File: src/rtl/led_blink_pkg.sv
// Shared types and constants for the LED blinker array: channel modes and
// the Galois LFSR used for pseudo-random blink intervals.
package led_blink_pkg;

  typedef enum logic [1:0] {
    MODE_OFF    = 2'd0,
    MODE_ON     = 2'd1,
    MODE_BLINK  = 2'd2,
    MODE_RANDOM = 2'd3
  } mode_e;

  localparam int                LFSR_W    = 16;
  localparam logic [LFSR_W-1:0] LFSR_TAPS = 16'hB400;

  // One Galois step: shift right, fold the taps back in when a 1 falls out.
  // A non-zero state never maps to zero, so the sequence cannot lock up.
  function automatic logic [LFSR_W-1:0] lfsr_next(input logic [LFSR_W-1:0] v);
    return (v >> 1) ^ (v[0] ? LFSR_TAPS : '0);
  endfunction

endpackage

File: src/rtl/blink_channel.sv
// One LED channel: holds its own mode / period / on-width, runs the tick
// counter, reloads the randomised period at each wrap and registers the LED.
module blink_channel
  import led_blink_pkg::*;
#(
  parameter int CNT_W  = 16,
  parameter int RAND_W = 8
) (
  input  logic              clk,
  input  logic              rstbtn,
  input  logic              i_wr,
  input  mode_e             i_mode,
  input  logic [CNT_W-1:0]  i_period,
  input  logic [CNT_W-1:0]  i_on,
  input  logic              i_tick,
  input  logic [RAND_W-1:0] i_rand,
  output logic              o_led
);

  // Period plus random offset, clamped to the largest counter value so a
  // long base period never wraps around into a short one.
  function automatic logic [CNT_W-1:0] sat_add(input logic [CNT_W-1:0]  a,
                                               input logic [RAND_W-1:0] b);
    logic [CNT_W:0] s;
    s = {1'b0, a} + {1'b0, {(CNT_W-RAND_W){1'b0}}, b};
    return s[CNT_W] ? {CNT_W{1'b1}} : s[CNT_W-1:0];
  endfunction

  mode_e            r_mode;
  logic [CNT_W-1:0] r_period;
  logic [CNT_W-1:0] r_on;
  logic [CNT_W-1:0] r_eff;
  logic [CNT_W-1:0] r_cnt;
  logic             r_led;

  logic [CNT_W:0]   w_cnt_inc;
  logic             w_wrap;
  logic             w_stall;
  logic [CNT_W-1:0] w_cnt_next;
  logic             w_led_next;
  logic             w_led_wr;
  logic [CNT_W-1:0] w_reload;

  // Counter is widened by one bit so cnt + 1 cannot overflow before the
  // compare; an effective period of zero always "wraps" and keeps cnt at 0.
  assign w_cnt_inc  = {1'b0, r_cnt} + {{CNT_W{1'b0}}, 1'b1};
  assign w_wrap     = (w_cnt_inc >= {1'b0, r_eff});
  assign w_stall    = (r_eff == '0);
  assign w_cnt_next = w_wrap ? '0 : w_cnt_inc[CNT_W-1:0];
  assign w_led_next = !w_stall && (w_cnt_next < r_on);
  assign w_reload   = sat_add(r_period, i_rand);

  // LED value straight after a write: the mode evaluated at cnt = 0.
  always_comb begin
    w_led_wr = 1'b0;
    case (i_mode)
      MODE_OFF:    w_led_wr = 1'b0;
      MODE_ON:     w_led_wr = 1'b1;
      MODE_BLINK,
      MODE_RANDOM: w_led_wr = (i_on != '0) && (i_period != '0);
      default:     w_led_wr = 1'b0;
    endcase
  end

  // Channel state: reset clears everything, a write beats a tick, and a
  // tick advances the counter according to the latched mode.
  always_ff @(posedge clk) begin
    if (rstbtn) begin
      r_mode   <= MODE_OFF;
      r_period <= '0;
      r_on     <= '0;
      r_eff    <= '0;
      r_cnt    <= '0;
      r_led    <= 1'b0;
    end else if (i_wr) begin
      r_mode   <= i_mode;
      r_period <= i_period;
      r_on     <= i_on;
      r_eff    <= i_period;
      r_cnt    <= '0;
      r_led    <= w_led_wr;
    end else if (i_tick) begin
      case (r_mode)
        MODE_OFF: begin
          r_cnt <= '0;
          r_led <= 1'b0;
        end
        MODE_ON: begin
          r_cnt <= '0;
          r_led <= 1'b1;
        end
        MODE_BLINK: begin
          r_cnt <= w_cnt_next;
          r_led <= w_led_next;
        end
        MODE_RANDOM: begin
          r_cnt <= w_cnt_next;
          r_led <= w_led_next;
          if (w_wrap) begin
            r_eff <= w_reload;
          end
        end
        default: begin
          r_cnt <= '0;
          r_led <= 1'b0;
        end
      endcase
    end
  end

  assign o_led = r_led;

endmodule

File: src/rtl/led_blink_array.sv
// Multi-channel LED blinker: decodes configuration writes onto the channel
// array, flags writes to channels that do not exist, and runs the shared
// LFSR that feeds the pseudo-random blink mode.
module led_blink_array
  import led_blink_pkg::*;
#(
  parameter int          NUM_CH    = 3,
  parameter int          CNT_W     = 16,
  parameter int          RAND_W    = 8,
  parameter logic [15:0] LFSR_SEED = 16'hACE1,
  localparam int         CH_W      = (NUM_CH > 1) ? $clog2(NUM_CH) : 1
) (
  input  logic              clk,
  input  logic              rstbtn,
  input  logic              tick_en,
  input  logic              cfg_we,
  input  logic [CH_W-1:0]   cfg_ch,
  input  logic [1:0]        cfg_mode,
  input  logic [CNT_W-1:0]  cfg_period,
  input  logic [CNT_W-1:0]  cfg_on,
  output logic [NUM_CH-1:0] led,
  output logic              cfg_err
);

  // A zero seed would freeze the LFSR, so it is quietly replaced by 1.
  localparam logic [LFSR_W-1:0] SEED_EFF = (LFSR_SEED == '0) ? 16'h0001 : LFSR_SEED;
  localparam logic [CH_W:0]     NUM_CH_L = (CH_W+1)'(NUM_CH);

  logic [LFSR_W-1:0] r_lfsr;
  logic              r_cfg_err;
  logic              w_bad_wr;
  logic [NUM_CH-1:0] w_wr;
  logic [NUM_CH-1:0] w_led;
  mode_e             w_mode;

  assign w_mode   = mode_e'(cfg_mode);
  assign w_bad_wr = cfg_we && ({1'b0, cfg_ch} >= NUM_CH_L);

  // Shared LFSR advances once per prescaler tick; all channels see the
  // same value in a given tick.
  always_ff @(posedge clk) begin
    if (rstbtn) begin
      r_lfsr <= SEED_EFF;
    end else if (tick_en) begin
      r_lfsr <= lfsr_next(r_lfsr);
    end
  end

  // Bad-address flag is a single-cycle pulse following the offending write.
  always_ff @(posedge clk) begin
    if (rstbtn) begin
      r_cfg_err <= 1'b0;
    end else begin
      r_cfg_err <= w_bad_wr;
    end
  end

  for (genvar g = 0; g < NUM_CH; g++) begin : g_ch
    assign w_wr[g] = cfg_we && (cfg_ch == CH_W'(g));

    blink_channel #(
      .CNT_W  (CNT_W),
      .RAND_W (RAND_W)
    ) u_ch (
      .clk      (clk),
      .rstbtn   (rstbtn),
      .i_wr     (w_wr[g]),
      .i_mode   (w_mode),
      .i_period (cfg_period),
      .i_on     (cfg_on),
      .i_tick   (tick_en),
      .i_rand   (r_lfsr[RAND_W-1:0]),
      .o_led    (w_led[g])
    );
  end

  assign led     = w_led;
  assign cfg_err = r_cfg_err;

endmodule

File: config.mk
export PLATFORM = sky130hd
export DESIGN_NAME = led_blink_array
export DESIGN_NICKNAME = d
export VERILOG_FILES = /design/src/rtl/led_blink_pkg.sv /design/src/rtl/blink_channel.sv /design/src/rtl/led_blink_array.sv
export SDC_FILE = /design/constraint.sdc
export NUM_CORES = 1
export LEC_CHECK = 0
export ABC_AREA = 0
export ABC_CLOCK_PERIOD_IN_PS = 4700
export CAP_MARGIN = 20
export CORE_UTILIZATION = 50
export DETAILED_ROUTE_END_ITERATION = 8
export GPL_TIMING_DRIVEN = 0
export PLACE_DENSITY = 0.7
export SKIP_CTS_REPAIR_TIMING = 1
export SLEW_MARGIN = 20
export SYNTH_ARGS = -nofsm -noshare
export SYNTH_HDL_FRONTEND = slang
export SYNTH_HIERARCHICAL = 1
export SYNTH_SLANG_ARGS = --single-unit
File: constraint.sdc
create_clock -name clk -period 4.7 [get_ports clk]
set_input_delay 0.47 -clock clk [delete_from_list [all_inputs] [get_ports clk]]
set_output_delay 0.47 -clock clk [all_outputs]
set_load 0.03 [all_outputs]
Word-level counts from Yosys, hierarchy flattened

Index checks and enable logic that the tools add are counted.
W data, S select, Z words.

Register bits: 218
Input port bits: 40

Add/subtract/negate cells: 6
$lt $le $gt $ge: 7
Equal/unequal tests: 14
Multiplexer cells: 32
Bitwise operators: 1
Reductions and logical operators: 43

Operator list:

| cell                    | number |
|---|---|
| $mux W16                | 19 |
| $pmux W16 S2            | 3 |
| $add A16 B1 Y17 const B | 3 |
| $add A16 B8 Y17         | 3 |
| $ge A17 B16 Y1          | 3 |
| $logic_not A16 Y1       | 3 |
| $lt A16 B16 Y1          | 3 |
| $reduce_bool A16 Y1     | 2 |
| $reduce_or A2 Y1        | 10 |
| $eq A2 B2 Y1 const B    | 9 |
| $reduce_bool A2 Y1      | 9 |
| $xor A15 B16 Y16        | 1 |
| $pmux W1 S3             | 4 |
| $eq A2 B1 Y1 const B    | 5 |
| $logic_not A2 Y1        | 5 |
| $reduce_and A3 Y1       | 3 |
| $logic_and A1 B1 Y1     | 8 |
| $mux W1                 | 6 |
| $logic_not A1 Y1        | 3 |
| $ge A2 B2 Y1 const B    | 1 |

Logic depth before layout (Yosys ltp)

Word-level depth: 8
Gate-level depth with buffers: 22
Mapped depth without buffers: 19

Hierarchy

Netlist, hierarchy kept.

Modules (own cells, without submodules):

| module                            | times used | cells each | area an instance (µm²) | seq. area each (µm²) |
|---|---|---|---|---|
| blink_channel at g_ch[1].u_ch ... | 2          | 536        | 4403.0                 | 1341.3 |
| blink_channel at g_ch[0].u_ch     | 1          | 571        | 4628.2                 | 1341.3 |
| led_blink_array                   | 1          | 62         | 673.1                  | 340.3 |

Worst setup path after synthesis

OpenSTA, ideal clock, no wires.

Path kind: flip-flop to flip-flop
From: reg g_ch[1].u_ch.r_cnt[2]
To: reg g_ch[1].u_ch.r_led
Arrival time: 4.591 ns
Required time: 4.564 ns
Slack: -0.027 ns
Stages on the path, launching flop included: 21
Buffers on the path: 3
Cell sequence: dfxtp_1 clkbuf_1 and4_1 nand4_1 or2_2 nor2_1 xor2_1 ha_1 nand3_1 or4_1 o32ai_2 or2_1 buf_6 clkbuf_1 nor2b_1 ha_1 and4_1 o211ai_1 or4_1 nor2_1 o32ai_1

Longest elaborated chain between the ends: 8

Ends and longest elaborated chain:

| item                     | RTL line            | source |
|---|---|---|
| start: declaration       | blink_channel.sv:33 | `logic [CNT_W-1:0] r_cnt;` |
| start signal: assignment | blink_channel.sv:93 | `r_cnt <= w_cnt_next;` |
| start signal: assignment | blink_channel.sv:97 | `r_cnt <= w_cnt_next;` |
| $add A16 B1 Y17 *        | blink_channel.sv:46 | `assign w_cnt_inc = {1'b0, r_cnt} + {{CNT_W{1'b0}}, 1'b1};` |
| $ge A17 B16 Y1           | blink_channel.sv:47 | `assign w_wrap = (w_cnt_inc >= {1'b0, r_eff});` |
| $mux W16 *               | blink_channel.sv:49 | `assign w_cnt_next = w_wrap ? '0 : w_cnt_inc[CNT_W-1:0];` |
| $lt A16 B16 Y1 *         | blink_channel.sv:50 | `assign w_led_next = !w_stall && (w_cnt_next < r_on);` |
| $logic_and A1 B1 Y1 *    | blink_channel.sv:50 |  |
| $pmux W1 S3 *            | blink_channel.sv:83 | `case (r_mode)` |
| $mux W1 *                | blink_channel.sv:82 | `end else if (i_tick) begin` |
| $mux W1 *                | blink_channel.sv:75 | `end else if (i_wr) begin` |
| end signal: assignment   | blink_channel.sv:81 | `r_led <= w_led_wr;` |
| end signal: assignment   | blink_channel.sv:94 | `r_led <= w_led_next;` |
| end signal: assignment   | blink_channel.sv:98 | `r_led <= w_led_next;` |
| end: declaration         | blink_channel.sv:34 | `logic r_led;` |

Mark *: on every way between the ends. The rest lies on a longest branch, timed or not. The select of a mux whose other input is x is not followed.
A chain may end at the register's enable or synchronous reset.

Worst setup path after layout

From: reg g_ch[1].u_ch.r_cnt[3]
To: reg g_ch[1].u_ch.r_led

Same word-level chain as after synthesis.

==> results.txt <==
Via Count: 13300
synth unique cells: 81
worst-case clock buffer depth: 3
I/O pins: 44
Seq. cell area: 4400 µm²
Post-Layout Cell Count: 2204
Worst Clk Skew: 0.0108 ns
root buffer cell: clkbuf_16
final setup vio count: 0
setup TNS: 0 ns
DP Cell Count: 2126
global-route wire length before repair: 67500 µm
Leakage: 0.00619 µW
Max H-tree Level: 1
first-pass detailed-route iteration total: 5
final RePlAce weighted congestion: 0.936
switch share: 28.3%
die area: 28900 µm²
Worst Path Required: 5.10 ns
total number of yosys warnings: 6
Nets: 1969
pwr dens: 282 nW/µm²
Tot GR Track Use: 29.6%
final instance area: 16400 µm²
Site Rows: 61
post-placement worst setup slack: -0.552 ns
vias per std cell: 6.02
P_int: 3310 µW
Final Max Tran Viols: 0
clock share of power: 42.7%
largest net degree at the start of global routing: 20
Initial Utilization: 50.8%
Worst VDD drop: 0.000252 V
clk slew on worst S/H paths: 0.06 ns
fin crit period: 4.67 ns
Slew HR: 24.9%
startpoint type of the worst setup path: flip-flop
most frequent cells in the layout: 205 x dfxtp_1, 147 x nor2_1, 118 x ha_1
Fillers: 2506
Async SR Flop Fraction: 0%
Post-synth EDFFs: 0
fin util: 59.0%
switching power total: 1310 µW
DRC viols: 0
Max-Cap Viols: 0
Die X: 170 µm
most common cell after layout, fill and taps aside: dfxtp_1
worst reg2reg path startpoint: g_ch[1].u_ch/r_cnt[3]$_SDFFE_PP0P_
share of layout cells above drive strength 1: 10.8%
CP Class: flip-flop to flip-flop
register-to-register setup slack: 0.03 ns
vias in the first global route: 12300
CTS sink count: 218
nature of the critical path endpoint: flip-flop
grt ovf: 0
Iter 0 DRT Violations: 1394
Post-Syn Area: 14100 µm²
post-route clock period utilization: 99.5%
IO buf count: 43
P&R area growth vs syn: 16.1%
CP arrival: 5.08 ns
Post-synth top flop: dfxtp_1
initial antenna violation count: 0
die height: 170 µm
Core Area: 27800 µm²
Max Clk Rate: 0.214 GHz
Worst Setup EP: g_ch[1].u_ch/o_led$_SDFFE_PP0P_
syn avg cell area: 8.27 µm²
DRT Wirelength: 43400 µm
status: complete, no violations
Final Hold Violating Endpoints: 0
Hold Crit Class: flip-flop to flip-flop
Syn Inst Count: 1705
antenna cell count: 0
Slew @ Worst Pin: 1.12 ns
TritonCTS clock tree: built
Setup crit start: g_ch[1].u_ch/r_cnt[3]$_SDFFE_PP0P_
Reg power frac: 42.2%
worst reg2reg endpoint: g_ch[1].u_ch/o_led$_SDFFE_PP0P_
Post-Syn Nets: 1868
wire length per cell: 19.7 µm
clock latency on the worst-skew pair: 0.54 ns
reg2reg path depth: 19
placed instance area: 15000 µm²
sequential element share of the synthesized area: 30.9%
CTS buffer count: 26
Synth Register Bits: 218
Detail Route Antenna Nets: 0
area of the multi-input gates: 9150 µm²
CP Max Fanout: 9
Comb pwr share: 15.1%
Setup WS post-layout: 0.0257 ns
Post-DP HPWL: 31000 µm
[power by group through the flow]
stage | clock network [µW] | registers (µW) | logic (µW)
final | 1970 | 1950 | 697
after global routing | 2080 | 1960 | 751
after CTS | 2010 | 1950 | 622
after detailed placement | 0 | 1990 | 618
after global placement | 0 | 1990 | 610
after floorplan | 0 | 1980 | 406
[Yosys cell counts (18+ instances only)]
cell | instances | area [µm²]
dfxtp_1 | 218 | 4360
nor2_1 | 152 | 571
ha_1 | 120 | 1500
a21oi_1 | 112 | 561
inv_1 | 112 | 420
mux2i_1 | 98 | 981
nand2_1 | 81 | 304
nand3_1 | 78 | 390
nand2b_1 | 67 | 419
o21ai_0 | 64 | 320
clkbuf_1 | 62 | 233
nor4_1 | 48 | 300
nand4_1 | 47 | 294
xnor2_1 | 46 | 403
nor2b_1 | 37 | 231
nor3_1 | 28 | 140
a31oi_1 | 18 | 113
[registers in the layout, summed over array words and instances, names as in the netlist]
signal / cells
cfg_err: 1
g_ch.u_ch/r_mode: 6
g_ch.u_ch/r_cnt: 48
g_ch.u_ch/r_eff: 48
r_lfsr: 16
g_ch.u_ch/o_led: 3
g_ch.u_ch/r_on: 48
g_ch.u_ch/r_period: 48
[critical path, stage by stage (launching register included)]
cell and delay, ns:
dfxtp_4 0.37, and4_4 0.24, nand4_1 0.20, or2_4 0.34
nor2_4 0.12, xor2_2 0.24, ha_1 0.21, nand3_2 0.11
or4_4 0.51, o32ai_4 0.33, or2_1 0.20, buf_6 0.13
buf_6 0.12, nor2b_1 0.05, ha_1 0.32, and4_1 0.23
o211ai_1 0.14, or4_4 0.47, nor2_4 0.10, o32ai_1 0.09
[kinds of logic (layout without fill, tap and decap cells)]
logic type,Yosys count,in the layout,synth area share (%)
simple gates,654,654,24.9
compound gates,346,346,16.2
flops,218,218,30.9
buf+inv,202,323,5.90
fa+ha+maj,123,123,11.1
mux,99,99,7.03
xor+xnor,63,63,3.91
[worst min-delay path by stage]
stage,start,endpoint,slack (ns),cells past startpoint
2_1_floorplan,r_lfsr[8]$_SDFFE_PP0P_,r_lfsr[7]$_SDFFE_PP1P_,0.44,1
3_3_place_gp,r_lfsr[8]$_SDFFE_PP0P_,r_lfsr[7]$_SDFFE_PP1P_,0.45,1
3_5_place_dp,r_lfsr[8]$_SDFFE_PP0P_,r_lfsr[7]$_SDFFE_PP1P_,0.46,1
4_1_cts,g_ch[1].u_ch/r_period[4]$_SDFFE_PP0P_,g_ch[1].u_ch/r_period[4]$_SDFFE_PP0P_,0.48,2
5_1_grt,r_lfsr[8]$_SDFFE_PP0P_,r_lfsr[7]$_SDFFE_PP1P_,0.49,1
6_report,r_lfsr[8]$_SDFFE_PP0P_,r_lfsr[7]$_SDFFE_PP1P_,0.47,1
[per-stage QoR]
stage | power (µW) | hold WS, ns
after global routing | 4790 | 0.487
after CTS | 4580 | 0.477
after global placement | 2600 | 0.455
after floorplan | 2380 | 0.438
after detailed placement | 2610 | 0.456
final | 4620 | 0.474
[cell type report]
| class | instances | share of cell area [%] |
|---|---|---|
| Buffer | 86 | 2.54 |
| Clock buffer | 34 | 4.59 |
| Clock inverter | 14 | 0.542 |
| Inverter | 112 | 2.57 |
| Multi-Input combinational cell | 1285 | 55.8 |
| Sequential cell | 218 | 26.9 |
| Tap cell | 378 | 2.89 |
| Timing Repair Buffer | 77 | 4.17 |
[metal layers]
layer | track usage (%) | share of wire (%)
met5 | 0 | 0
met4 | 9.44 | 3.6
met1 | 40.7 | 44
met3 | 4.60 | 7.7
met2 | 47.1 | 44
Power figures use the tool's default switching activity.
